File: config.mk
export PLATFORM = sky130hd
export DESIGN_NAME = img_stream_framer_flat
export DESIGN_NICKNAME = d
export VERILOG_FILES = /design/src/rtl/img_stream_framer_if.sv /design/src/rtl/img_stream_framer.sv /design/src/flat_wrapper.sv
export SDC_FILE = /design/constraint.sdc
export NUM_CORES = 1
export LEC_CHECK = 0
export CAP_MARGIN = 30
export CORE_ASPECT_RATIO = 1.2
export CORE_MARGIN = 2
export CORE_UTILIZATION = 55
export DETAILED_ROUTE_END_ITERATION = 16
export GPL_TIMING_DRIVEN = 1
export HOLD_SLACK_MARGIN = 0.08
export PLACE_DENSITY = 0.85
export SETUP_SLACK_MARGIN = 0.02
export SLEW_MARGIN = 20
export SYNTH_ARGS = -nofsm -noshare
export SYNTH_HDL_FRONTEND = slang
export SYNTH_SLANG_ARGS = --single-unit
File: constraint.sdc
create_clock -name clock -period 7.6 [get_ports clock]
set_input_delay 1.14 -clock clock [delete_from_list [all_inputs] [get_ports clock]]
set_output_delay 1.14 -clock clock [all_outputs]
set_load 0.005 [all_outputs]
File: src/rtl/img_stream_framer_if.sv
// Word-stream handshake bundle between the host/DMA side and the decoder inport.
// slave: framer side (takes in_*, drives out_* and upstream_stall).
// master: producer/consumer side (drives in_* and downstream_stall).
interface img_stream_framer_if #(
    parameter int DATA_W = 32
);
    logic [DATA_W-1:0]   in_data;
    logic                in_valid;
    logic                upstream_stall;
    logic [DATA_W-1:0]   out_data;
    logic [DATA_W/8-1:0] out_strb;
    logic                out_last;
    logic                out_valid;
    logic                downstream_stall;

    modport slave (
        input  in_data, in_valid, downstream_stall,
        output upstream_stall, out_data, out_strb, out_last, out_valid
    );

    modport master (
        output in_data, in_valid, downstream_stall,
        input  upstream_stall, out_data, out_strb, out_last, out_valid
    );
endinterface

File: src/rtl/img_stream_framer.sv
// Length-prefixed word stream to strobed, last-tagged beats for the JPEG decoder core.
// Latency: payload word accepted in cycle N is presented in N+1 (empty buffer); headers never emitted.
// Backpressure: 2-entry skid buffer; upstream_stall is registered and high only while both entries are full.
// Ports: clock/reset (sync, active-high); bus = stream interface (slave side);
//        core_reset/err_len pulse on zero/illegal headers; frame_done/frame_count track completed frames;
//        busy = mid-frame or beats still buffered.
module img_stream_framer #(
    parameter int DATA_W = 32,
    parameter int LEN_W  = 24,
    parameter int CNT_W  = 16
) (
    input  logic               clock,
    input  logic               reset,
    img_stream_framer_if.slave bus,
    output logic               core_reset,
    output logic               frame_done,
    output logic [CNT_W-1:0]   frame_count,
    output logic               err_len,
    output logic               busy
);
    localparam int BYTES = DATA_W / 8;
    localparam logic [LEN_W-1:0] BYTES_L = LEN_W'(BYTES);

    typedef enum logic {
        IDLE    = 1'b0,
        PAYLOAD = 1'b1
    } state_t;

    state_t            state;
    logic [LEN_W-1:0]  remaining;

    // Skid buffer: entry 0 is always the head, entry 1 the follower.
    logic [DATA_W-1:0] ent_dat  [2];
    logic [BYTES-1:0]  ent_strb [2];
    logic              ent_last [2];
    logic [1:0]        count;

    logic              accept;
    logic              push;
    logic              pop;
    logic              hdr_bad;
    logic              hdr_zero;
    logic [BYTES-1:0]  strb_calc;
    logic              last_calc;
    logic [LEN_W-1:0]  rem_nxt;
    logic [1:0]        count_nxt;
    logic [1:0]        after_pop;
    logic              wr_idx;

    assign accept   = bus.in_valid && !bus.upstream_stall;
    assign push     = accept && (state == PAYLOAD);
    assign pop      = bus.out_valid && !bus.downstream_stall;
    // Any set bit above the length field makes the header illegal; the shift
    // yields zero when the length field spans the whole word.
    assign hdr_bad  = |(bus.in_data >> LEN_W);
    assign hdr_zero = (bus.in_data[LEN_W-1:0] == '0);

    always_comb begin
        strb_calc = '0;
        // Byte i is valid while more than i bytes remain; this saturates to
        // all ones for a full word.
        for (int i = 0; i < BYTES; i++) begin
            strb_calc[i] = (remaining > LEN_W'(i));
        end
        last_calc = (remaining <= BYTES_L);
        rem_nxt   = (remaining > BYTES_L) ? (remaining - BYTES_L) : '0;
        after_pop = count - 2'(pop);
        count_nxt = after_pop + 2'(push);
        // A push lands right behind whatever survives this cycle's pop.
        wr_idx    = after_pop[0];
    end

    assign bus.out_valid = (count != 2'd0);
    assign bus.out_data  = ent_dat[0];
    assign bus.out_strb  = ent_strb[0];
    assign bus.out_last  = ent_last[0];
    assign busy          = (state == PAYLOAD) || (count != 2'd0);

    always_ff @(posedge clock) begin
        if (reset) begin
            state              <= IDLE;
            remaining          <= '0;
            count              <= '0;
            bus.upstream_stall <= 1'b0;
            ent_dat[0]         <= '0;
            ent_dat[1]         <= '0;
            ent_strb[0]        <= '0;
            ent_strb[1]        <= '0;
            ent_last[0]        <= 1'b0;
            ent_last[1]        <= 1'b0;
            core_reset         <= 1'b0;
            err_len            <= 1'b0;
            frame_done         <= 1'b0;
            frame_count        <= '0;
        end else begin
            core_reset <= 1'b0;
            err_len    <= 1'b0;
            frame_done <= pop && ent_last[0];
            if (pop && ent_last[0]) begin
                frame_count <= frame_count + CNT_W'(1);
            end

            count              <= count_nxt;
            bus.upstream_stall <= (count_nxt == 2'd2);

            if (pop) begin
                ent_dat[0]  <= ent_dat[1];
                ent_strb[0] <= ent_strb[1];
                ent_last[0] <= ent_last[1];
            end
            // Placed after the shift so a push into slot 0 overrides it.
            if (push) begin
                ent_dat[wr_idx]  <= bus.in_data;
                ent_strb[wr_idx] <= strb_calc;
                ent_last[wr_idx] <= last_calc;
            end

            case (state)
                IDLE: begin
                    if (accept) begin
                        if (hdr_bad) begin
                            err_len <= 1'b1;
                        end else if (hdr_zero) begin
                            core_reset <= 1'b1;
                        end else begin
                            remaining <= bus.in_data[LEN_W-1:0];
                            state     <= PAYLOAD;
                        end
                    end
                end
                PAYLOAD: begin
                    if (accept) begin
                        remaining <= rem_nxt;
                        if (last_calc) begin
                            state <= IDLE;
                        end
                    end
                end
                default: state <= IDLE;
            endcase
        end
    end
endmodule

File: src/flat_wrapper.sv
// flat-port wrapper written by rule: the top's interface ports become plain ports
module img_stream_framer_flat 
#(
    parameter int DATA_W = 32,
    parameter int LEN_W  = 24,
    parameter int CNT_W  = 16
)
  (clock, reset, core_reset, frame_done, frame_count, err_len, busy, bus_in_data, bus_in_valid, bus_downstream_stall, bus_upstream_stall, bus_out_data, bus_out_strb, bus_out_last, bus_out_valid);
  img_stream_framer_if #(.DATA_W(DATA_W)) bus_i ();
  input  logic clock;
  input  logic reset;
  output logic core_reset;
  output logic frame_done;
  output logic [CNT_W-1:0] frame_count;
  output logic err_len;
  output logic busy;
  input wire logic [$bits(bus_i.in_data)-1:0] bus_in_data;
  input wire logic [$bits(bus_i.in_valid)-1:0] bus_in_valid;
  input wire logic [$bits(bus_i.downstream_stall)-1:0] bus_downstream_stall;
  output wire logic [$bits(bus_i.upstream_stall)-1:0] bus_upstream_stall;
  output wire logic [$bits(bus_i.out_data)-1:0] bus_out_data;
  output wire logic [$bits(bus_i.out_strb)-1:0] bus_out_strb;
  output wire logic [$bits(bus_i.out_last)-1:0] bus_out_last;
  output wire logic [$bits(bus_i.out_valid)-1:0] bus_out_valid;
  assign bus_i.in_data = bus_in_data;
  assign bus_i.in_valid = bus_in_valid;
  assign bus_i.downstream_stall = bus_downstream_stall;
  assign bus_upstream_stall = bus_i.upstream_stall;
  assign bus_out_data = bus_i.out_data;
  assign bus_out_strb = bus_i.out_strb;
  assign bus_out_last = bus_i.out_last;
  assign bus_out_valid = bus_i.out_valid;
  img_stream_framer #(.DATA_W(DATA_W), .LEN_W(LEN_W), .CNT_W(CNT_W)) u_core (.clock(clock), .reset(reset), .bus(bus_i), .core_reset(core_reset), .frame_done(frame_done), .frame_count(frame_count), .err_len(err_len), .busy(busy));
endmodule
==> After elaboration in Yosys (flattened, before gate mapping) <==
Memory sizes are Yosys's and may differ from the RTL's.
Index checks and enable logic that the tools add are counted.
{ "op_classes": {"addsub": 4, "magnitude_cmp": 6, "n_eq_ne": 5, "n_mux": 34, "bitwise": 5, "n_reduce_logical": 16} }
{ "ops": {"columns": ["cell", "count"], "rows": [
  ["$mux W24", 5],
  ["$mux W32", 2],
  ["$gt A24 B1 Y1 const B", 2],
  ["$gt A24 B2 Y1 const B", 2],
  ["$pmux W24 S2", 1],
  ["$reduce_or A32 Y1", 1],
  ["$gt A24 B3 Y1 const B", 1],
  ["$le A24 B3 Y1 const B", 1],
  ["$logic_not A24 Y1", 1],
  ["$sub A24 B3 Y24 const B", 1],
  ["$mux W1", 23],
  ["$add A16 B1 Y16 const B", 1],
  ["$reduce_or A11 Y1", 1],
  ["$mux W4", 2],
  ["$reduce_or A8 Y1", 1],
  ["$ne A2 B2 Y1 const B", 3],
  ["$logic_and A1 B1 Y1", 4],
  ["$reduce_and A4 Y1", 1],
  ["$reduce_or A4 Y1", 1],
  ["$or A1 B1 Y1", 3],
  ["$reduce_or A3 Y1", 1],
  ["$add A2 B1 Y2", 1],
  ["$eq A2 B2 Y1 const B", 1],
  ["$logic_not A1 Y1", 2],
  ["7 further kinds", 8]
]} }
{ "totals": {"ff_bits": 47, "mem_bits_rw": 74, "inputBits": 36, "out_inout_bits": 59, "wordCells": 81, "n_memories": 3} }
{ "mem_list": {"columns": ["memory", "words", "word_bits", "read_ports", "rd_clocked_by_memory_dff", "write_ports", "line", "rtl"], "rows": [
  ["u_core.ent_dat", 2, 32, 2, 0, 2, "img_stream_framer.sv:33", "logic [DATA_W-1:0] ent_dat [2];"],
  ["u_core.ent_strb", 2, 4, 2, 0, 2, "img_stream_framer.sv:34", "logic [BYTES-1:0] ent_strb [2];"],
  ["u_core.ent_last", 2, 1, 2, 0, 2, "img_stream_framer.sv:35", "logic ent_last [2];"]
]} }

==> Depth between registers and ports, before layout <==
Gate-level depths: netlist (run 1).
{ "logic_depth": {"depth_word": 8, "ltp_mapped": 8, "ltp_nobuf": 8} }

==> Worst setup path after synthesis (run 1) <==
Ideal clock, no wire load.
{ "synth_timing": {"path_kind": "input port to flip-flop", "startpoint": "input bus_downstream_stall", "endpoint": "memory u_core.ent_dat[0][0] (enable)", "setup_time_ns": 0.607, "arrival_ns": 3.114, "required_ns": 6.993, "setup_slack_ns": 3.878, "cell_stages": 6, "path_buffers": 1, "path_cell_list": "o21bai_1 inv_1 ha_1 nand3_1 clkbuf_1 nand3_1"} }
{ "synth_lines": {"columns": ["element", "line", "rtl"], "rows": [
  ["start, declared", "flat_wrapper.sv:19", "input wire logic [$bits(bus_i.downstream_stall)-1:0] bus_downstream_stall;"],
  ["end, declared", "img_stream_framer.sv:33", null]
]} }

==> results of run 1 <==
-- layout by cell type (no fill, tap or decap), types with 12 or more instances in the layout --
master and instances:
sky130_fd_sc_hd__edfxtp_1 74, sky130_fd_sc_hd__nor3_1 12, sky130_fd_sc_hd__o21ai_0 18, sky130_fd_sc_hd__nand2_1 95, sky130_fd_sc_hd__clkdlybuf4s50_1 93, sky130_fd_sc_hd__a21oi_1 16
sky130_fd_sc_hd__dfxtp_1 47, sky130_fd_sc_hd__inv_1 15, sky130_fd_sc_hd__nand4_1 12, sky130_fd_sc_hd__and2_1 32, sky130_fd_sc_hd__nor2_1 47, sky130_fd_sc_hd__clkbuf_16 17
sky130_fd_sc_hd__nor4_1 20, sky130_fd_sc_hd__nand3_1 47
-- layout make-up --
type	instances	share of cell area [%]
Sequential cell	121	41.99
Multi-Input combinational cell	432	33.36
Timing Repair Buffer	101	13.39
Clock buffer	17	5.648
Clock inverter	15	2.625
Tap cell	129	2.143
Inverter	17	0.8472
-- cell families (layout without fill, tap and decap cells) --
group           count (synthesis)  in the layout  share of synthesized area [%]
mux                             1              1                         0.1707
compound gates                102            102                          12.36
buf+inv                        50            150                          3.606
simple gates                  308            308                          26.46
xor+xnor                       16             16                          2.390
flops                         121            121                          53.95
fa+ha+maj                       5              5                          1.067
-- sequential cells by signal, summed over array words and instances (netlist names) --
| name | flops |
|---|---|
| u_core.core_reset | 1 |
| u_core.ent_strb | 8 |
| u_core.frame_done | 1 |
| u_core.bus.upstream_stall | 1 |
| u_core.count | 2 |
| u_core.frame_count | 16 |
| u_core.state | 1 |
| u_core.remaining | 24 |
| u_core.err_len | 1 |
| u_core.ent_last | 2 |
| u_core.ent_dat | 64 |
-- power breakdown --
group          internal (mW)  switching, mW  total (mW)
sequential             0.732         0.0123       0.744
combinational         0.0796         0.0823       0.162
clock                  0.548          0.299       0.848
-- per-layer routing --
metal / wire [µm] / vias to the layer above
li1: - / 2385
met1: 6285 / 2455
met2: 7769 / 330
met3: 1360 / 47
met4: 427 / 0
met5: 0 / -
-- critical path: stages --
cell and delay (ns):
sky130_fd_sc_hd__clkdlybuf4s50_1 0.42, sky130_fd_sc_hd__nor2b_1 0.20, sky130_fd_sc_hd__nand2_1 0.55, sky130_fd_sc_hd__inv_1 0.20, sky130_fd_sc_hd__nand3_1 0.13, sky130_fd_sc_hd__buf_4 0.41
sky130_fd_sc_hd__nand3_2 0.56, sky130_fd_sc_hd__buf_16 0.38
-- how the worst min path moves through the flow --
stage                                  startpoint                                  to  slack (ns)  cells after the start
2_1_floorplan   u_core.remaining[18]$_SDFFE_PP0P_   u_core.remaining[18]$_SDFFE_PP0P_        0.48                      2
3_3_place_gp   u_core.frame_count[6]$_SDFFE_PP0P_  u_core.frame_count[6]$_SDFFE_PP0P_        0.49                      2
3_5_place_dp   u_core.frame_count[6]$_SDFFE_PP0P_  u_core.frame_count[6]$_SDFFE_PP0P_        0.51                      2
4_1_cts        u_core.frame_count[6]$_SDFFE_PP0P_  u_core.frame_count[6]$_SDFFE_PP0P_        0.52                      2
5_1_grt        u_core.frame_count[6]$_SDFFE_PP0P_  u_core.frame_count[6]$_SDFFE_PP0P_        0.54                      2
6_report       u_core.frame_count[6]$_SDFFE_PP0P_  u_core.frame_count[6]$_SDFFE_PP0P_        0.51                      2
-- Yosys cell counts, drive strengths merged (15+ instances only) --
library cell,instances
a21oi,16
and2,32
clkbuf,27
dfxtp,47
edfxtp,74
inv,15
nand2,95
nand3,49
nor2,48
nor3,15
nor4,21
o21ai,20
-- through the flow --
step | setup WS [ns] | hold WS (ns)
2_1_floorplan | 3.878 | 0.4842
3_3_place_gp | 3.382 | 0.4876
3_5_place_dp | 3.171 | 0.5083
4_1_cts | 3.607 | 0.5184
5_1_grt | 3.535 | 0.5434
6_report | 3.767 | 0.5147
==> impl_results.md, run 1 <==
- Number of distinct library cells after synthesis: 63
- Number of pins with negative max-slew slack in the final report: 0
- Estimated wirelength of the detail-placed design: 10440 µm
- Routability-driven placement congestion ratio: roughly 0.94
- Critical path capture point type: flip-flop
- Critical path destination: u_core.ent_dat[0][17]$_DFFE_PP_
- Maximum VDD drop: 0.1358 mV
- Max_cap viols: 0
- Post-route cell area: 7532 µm²
- Power density relative to cell area: between 200 and 250 nW/µm²
- Worst skew pair latency: 0.41 ns
- Clock transition at path regs: around 0.060 ns
- Crit Path Class: primary input to flip-flop
- Cell Area, Synth: 5863 µm²
- Count of endpoints failing setup in the final report: 0
- Share of the synthesized area in the top cell type: between 30% and 40%
- Placeable core region: approximately 10000 µm²
- Largest buffer count on any clock path: 2
- Row cnt: 41
- First-pass iteration count of the detailed router: 6
- Actual transition at the worst max-transition pin: roughly 0.88 ns
- Total count of hold-check failures in the final report: 0
- Number of nets in the synthesized netlist: 644
- Number of DRC violations after detailed routing: 0
- # fillers: 738
- Total clock buffers created by CTS: 17
- Normalized max-slew margin: between 40% and 50%
- Most area-hungry cell type in the Yosys netlist: sky130_fd_sc_hd__edfxtp_1
- Hold Path Class: flip-flop to flip-flop
- Vias in the first global route: approximately 5000
- Most area-consuming cells after synthesis: sky130_fd_sc_hd__edfxtp_1 38%, sky130_fd_sc_hd__dfxtp_1 16%, sky130_fd_sc_hd__nand2_1 6.1%
- Kind of start point of the critical path: primary input
- Number of vias in the routed layout: 5217
- Setup repair after global routing missed its margin: no
- Maximum number of pins on one net before global-route repair: 50
- Mean instance size in the synthesized netlist: 9.723 µm²
- Violation count after the first detailed-route iteration: about 580
- Full die area: approximately 12000 µm²
- Number of top-level pins: 95
- Max frequency: 0.2609 GHz
- Crit Path Max Fanout: 44
- Total chip power: 1.753 mW
- Sequential cell area fraction in the yosys report: between 50% and 60%
- Met1 routing resource usage after global routing: 34.72%
- Post-CTS Setup Repair Bufs: 0
- Met3 GRT Util: 5.523%
- Number of synthesized register bits: 121
- Syn-to-layout area delta: 28.47%
- Cell area reported after detailed placement: between 6000 and 7000 µm²
- Crit path required time: 7.77 ns
- Met2 track demand over resource in global routing: 47.08%
- Number of enable-type register cells in the synthesized netlist: 74
- Internal reg-to-reg setup slack: between 4 and 5 ns
- Port-buffer cells: 94
- Top_reg_cell synth: sky130_fd_sc_hd__edfxtp_1
- Worst clock skew: 0.009206 ns
- Horiz. Die Dim: 98.25 µm
- Proportion of synthesized flip-flops having asynchronous set or reset: 0%
- Layout Cells excl Fill: roughly 830
- Vert. Die Dim: 117.1 µm
- Status: finished, final reports clean
- Cell Count Post-Placement: ~800
- Clock tree from TritonCTS: built
- Global routing's busiest layer: met2
- Launch instance of the worst register-to-register path: u_core.count[1]$_SDFF_PP0_
- Reg2reg path depth: 7
- Global router's overall resource usage: 27.50%
- Static Leak: 2.846 nW
- First-pass GRT wire length: 24980 µm
- Worst endpoint data arrival time: about 4.0 ns
- Global route overflow: 0
- Antenna diode count: 0
- Detail Route Antenna Nets: 0
- Yosys warnings: 0
- Layout cells sized above 1: 8.250%
- Number of antenna violations at the first check in global routing: 0
- Time the final worst path needs with I/O delays and setup: about 3.8 ns
- Register area: 3163 µm²
- Final WL: 15840 µm
- Ratio of routed vias to standard cells: 6.270
- Mapped Cells: 603
- Final period utilization: 50.43%
- Origin of the worst setup path: bus_in_valid
- Clock sink count: 121
- Clock Root Buffer: sky130_fd_sc_hd__clkbuf_16
- Capture point of the worst reg-to-reg path: u_core.ent_dat[0][17]$_DFFE_PP_
- Effective utilization at floorplan: between 50% and 60%
- Number of buffers added to fix hold violations after cts: 0
- Multi-input logic area: around 2500 µm²
- H-Tree Depth: 4
- Number of nets in the layout: 731
- Final routed wire length divided by cell count: around 19 µm
- Number of cells upsized or downsized after cts: 0
- Utilization of the core after routing: 71.98%
- Final TNS setup: 0 ns
Power figures use the tool's default switching activity.
==> run 2: changes to the inputs <==
--- a/config.mk
+++ b/config.mk
@@ -8,11 +8,11 @@
 export CAP_MARGIN = 30
 export CORE_ASPECT_RATIO = 1.2
 export CORE_MARGIN = 2
-export CORE_UTILIZATION = 55
+export CORE_UTILIZATION = 54
 export DETAILED_ROUTE_END_ITERATION = 16
 export GPL_TIMING_DRIVEN = 1
 export HOLD_SLACK_MARGIN = 0.08
-export PLACE_DENSITY = 0.85
+export PLACE_DENSITY = 0.84
 export SETUP_SLACK_MARGIN = 0.02
 export SLEW_MARGIN = 20
 export SYNTH_ARGS = -nofsm -noshare
==> constraint.sdc (replaced) <==
create_clock -name clock -period 3.7 [get_ports clock]
set_input_delay 0.555 -clock clock [delete_from_list [all_inputs] [get_ports clock]]
set_output_delay 0.555 -clock clock [all_outputs]
set_load 0.005 [all_outputs]
==> run 2 against run 1 <==
Count of clock-buffer cells in the layout grew 3. Critical path type unchanged. Clock power grew 89%. Wire length grew 0.97%. Final cell count grew 0.96%. Register-to-register slack lost 3.4 ns. Sequential share of layout area is essentially flat. Non-clock buffer count grew 8. Critical path depth shrank 2. Sequential power grew 110%. Global-route usage grew 0.087 points. Power grew 97%.
==> impl_results.md, run 2 (same netlist as run 1, synthesis figures left out) <==
- Status: finished, final reports clean (unchanged)
- Max FFs per register: 64 (unchanged)
- Total clock buffers created by CTS: 17 (unchanged)
- Final WL: 16000 µm (was 15840 µm)
- Crit path required time: 4.02 ns (was 7.77 ns)
- Crit Path Class: primary input to flip-flop (unchanged)
- Detail Route Antenna Nets: 0 (unchanged)
- Hold path startpoint: u_core.frame_count[6]$_SDFFE_PP0P_ (unchanged)
- Post-CTS Setup Repair Bufs: 0 (unchanged)
- Register area: 3163 µm² (unchanged)
- Number of pins with negative max-slew slack in the final report: 0 (unchanged)
- Multi-input logic area: 2506 µm² (was 2512 µm²)
- Time the final worst path needs with I/O delays and setup: 2.777 ns
- Horiz. Die Dim: 99.12 µm (was 98.25 µm)
- Leading cell type in the layout, fill and taps excluded: sky130_fd_sc_hd__nand2_1 (unchanged)
- Antenna diode count: 0 (unchanged)
- Global router's overall resource usage: 27.59% (was 27.50%)
- Worst skew pair latency: 0.41 ns (about the same)
- Global route overflow: 0 (unchanged)
- Number of vias in the routed layout: 5173 (was 5217)
- # fillers: 784 (was 738)
- Row cnt: 41 (unchanged)
- Port-buffer cells: 94 (unchanged)
- Cells along the critical path: clkdlybuf4s50_1, or4_1, o21ai_1, o211a_1, o311ai_0, a221oi_1 (was clkdlybuf4s50_1, nor2b_1, nand2_1, inv_1, nand3_1, buf_4, nand3_2, buf_16)
- Estimated wirelength of the detail-placed design: 10650 µm (was 10440 µm)
- CP top delay family: compound AO/OA/AOI/OAI gates (was simple AND/OR/NAND/NOR gates)
- Actual transition at the worst max-transition pin: 0.6598 ns (was 0.8814 ns)
- Layout cells sized above 1: 9.283% (was 8.250%)
- Hold Path Class: flip-flop to flip-flop (unchanged)
- Max frequency: 0.3601 GHz
- Ratio of routed vias to standard cells: 6.158 (was 6.270)
- Vias in the first global route: 5052 (was 4984)
- Count of endpoints failing setup in the final report: 0 (unchanged)
- Maximum number of pins on one net before global-route repair: 48 (was 50)
- Normalized max-slew margin: 56.01% (was 41.05%)
- Most used cells in the layout excluding fill and tap cells: 95 x sky130_fd_sc_hd__nand2_1, 93 x sky130_fd_sc_hd__clkdlybuf4s50_1, 74 x sky130_fd_sc_hd__edfxtp_1 (unchanged)
- Setup repair after global routing missed its margin: no (unchanged)
- Crit path max-delay cell type: sky130_fd_sc_hd__or4_1 (was sky130_fd_sc_hd__nand3_2)
- Max_cap viols: 0 (unchanged)
- Final routed wire length divided by cell count: 19.04 µm (about the same)
- Kind of start point of the critical path: primary input (unchanged)
- Full die area: 11710 µm² (was 11510 µm²)
- Number of buffers added to fix hold violations after cts: 0 (unchanged)
- Vert. Die Dim: 118.1 µm (was 117.1 µm)
- Number of nets in the layout: 739 (was 731)
- Violation count after the first detailed-route iteration: 395 (was 575)
- First-pass iteration count of the detailed router: 5 (was 6)
- Buffer and inverter count on the worst path: 1 (was 4)
- Launch instance of the worst register-to-register path: u_core.remaining[14]$_SDFFE_PP0P_ (was u_core.count[1]$_SDFF_PP0_)
- Critical path capture point type: flip-flop (unchanged)
- Crit Path Max Fanout: 16 (was 44)
- Effective utilization at floorplan: 55.48% (was 56.03%)
- Top flop regs: u_core.ent_dat: 64 flops, u_core.remaining: 24 flops, u_core.frame_count: 16 flops (unchanged)
- Origin of the worst setup path: bus_in_data[26] (was bus_in_valid)
- Clock transition at path regs: 0.06 ns (about the same)
- Static Leak: 2.854 nW (was 2.846 nW)
- Power density relative to cell area: 459.1 nW/µm² (was 232.8 nW/µm²)
- Register ranked first by flip-flop count: u_core.ent_dat (unchanged)
- Maximum VDD drop: 0.3192 mV (was 0.1358 mV)
- Routability-driven placement congestion ratio: 0.8986 (was 0.9411)
- First-pass GRT wire length: 25700 µm (was 24980 µm)
- Total count of hold-check failures in the final report: 0 (unchanged)
- H-Tree Depth: 4 (unchanged)
- Worst clock skew: 0.007155 ns (was 0.009206 ns)
- Number of DRC violations after detailed routing: 0 (unchanged)
- Number of cells upsized or downsized after cts: 0 (unchanged)
- Syn-to-layout area delta: 28.43% (was 28.47%)
- Clock sink count: 121 (unchanged)
- Final period utilization: approximately 75%
- Placeable core region: 10570 µm² (was 10470 µm²)
- Worst hold margin: 0.5088 ns (was 0.5147 ns)
- Clock tree from TritonCTS: built (unchanged)
- Final TNS setup: 0 ns (unchanged)
- Crit path largest cell delay: 0.69 ns (was 0.56 ns)
- Worst endpoint data arrival time: 3.09 ns (was 4.00 ns)
- Largest buffer count on any clock path: 2 (unchanged)
- Clock Root Buffer: sky130_fd_sc_hd__clkbuf_16 (unchanged)
- Number of antenna violations at the first check in global routing: 0 (unchanged)
- Internal reg-to-reg setup slack: 1.18 ns (was 4.55 ns)
- Number of top-level pins: 95 (unchanged)
## run 2: changes by cell type in the layout (fill, tap and decap cells not counted), sizes merged
cell    change
bufinv      -2
clkbuf      +3
buf         +8
inv         -3
clkinv      +2
## run 2: cell type report
type                            instances  share of cell area [%]
Clock buffer                           20                   5.932
Timing Repair Buffer                  109                   14.09
Inverter                               17                  0.8475
Clock inverter                         12                   1.695
Multi-Input combinational cell        432                   33.28
Sequential cell                       121                   42.01
Tap cell                              129                   2.144
## run 2: worst register-to-register path: cells and delay by family (launching register included)
kind	cells	cell delay, ns
DFF	1	0.40
AOI/OAI and AO/OA	1	0.14
and+or+nand+nor	4	1.70
## run 2: worst paths after layout
path	depth (start not counted)	endpoint
max	6	u_core.remaining[9]$_SDFFE_PP0P_
min	2	u_core.frame_count[6]$_SDFFE_PP0P_
max reg2reg	5	u_core.ent_strb[0][1]$_DFFE_PP_
min reg2reg	2	u_core.frame_count[6]$_SDFFE_PP0P_
## run 2: metrics by stage
stage,cell area [µm²],worst slack [ns],util (%),cells,power (mW)
final,7530,0.9226,71.25,840,3.457
after global routing,7530,0.7932,71.25,840,3.560
after CTS,7530,0.9739,71.25,840,3.465
after detailed placement,6955,0.5585,65.82,808,1.880
after global placement,6955,0.6367,65.82,808,1.872
after floorplan,5863,0.5631,-,603,1.672
## run 2: power breakdown
| part | internal (mW) | leakage, nW | switching [mW] |
|---|---|---|---|
| clock network | 1.00 | 0.272 | 0.597 |
| registers | 1.50 | 1.14 | 0.0243 |
| logic | 0.161 | 1.44 | 0.168 |
| total | 2.67 | 2.85 | 0.789 |
## run 2: metal layers
metal	GRT usage, %	vias up	share of wire (%)
li1	-	2401	-
met2	45.10	261	50
met1	35.54	2472	40
met4	11.47	0	2.5
met5	0	-	0
met3	5.795	39	7.5
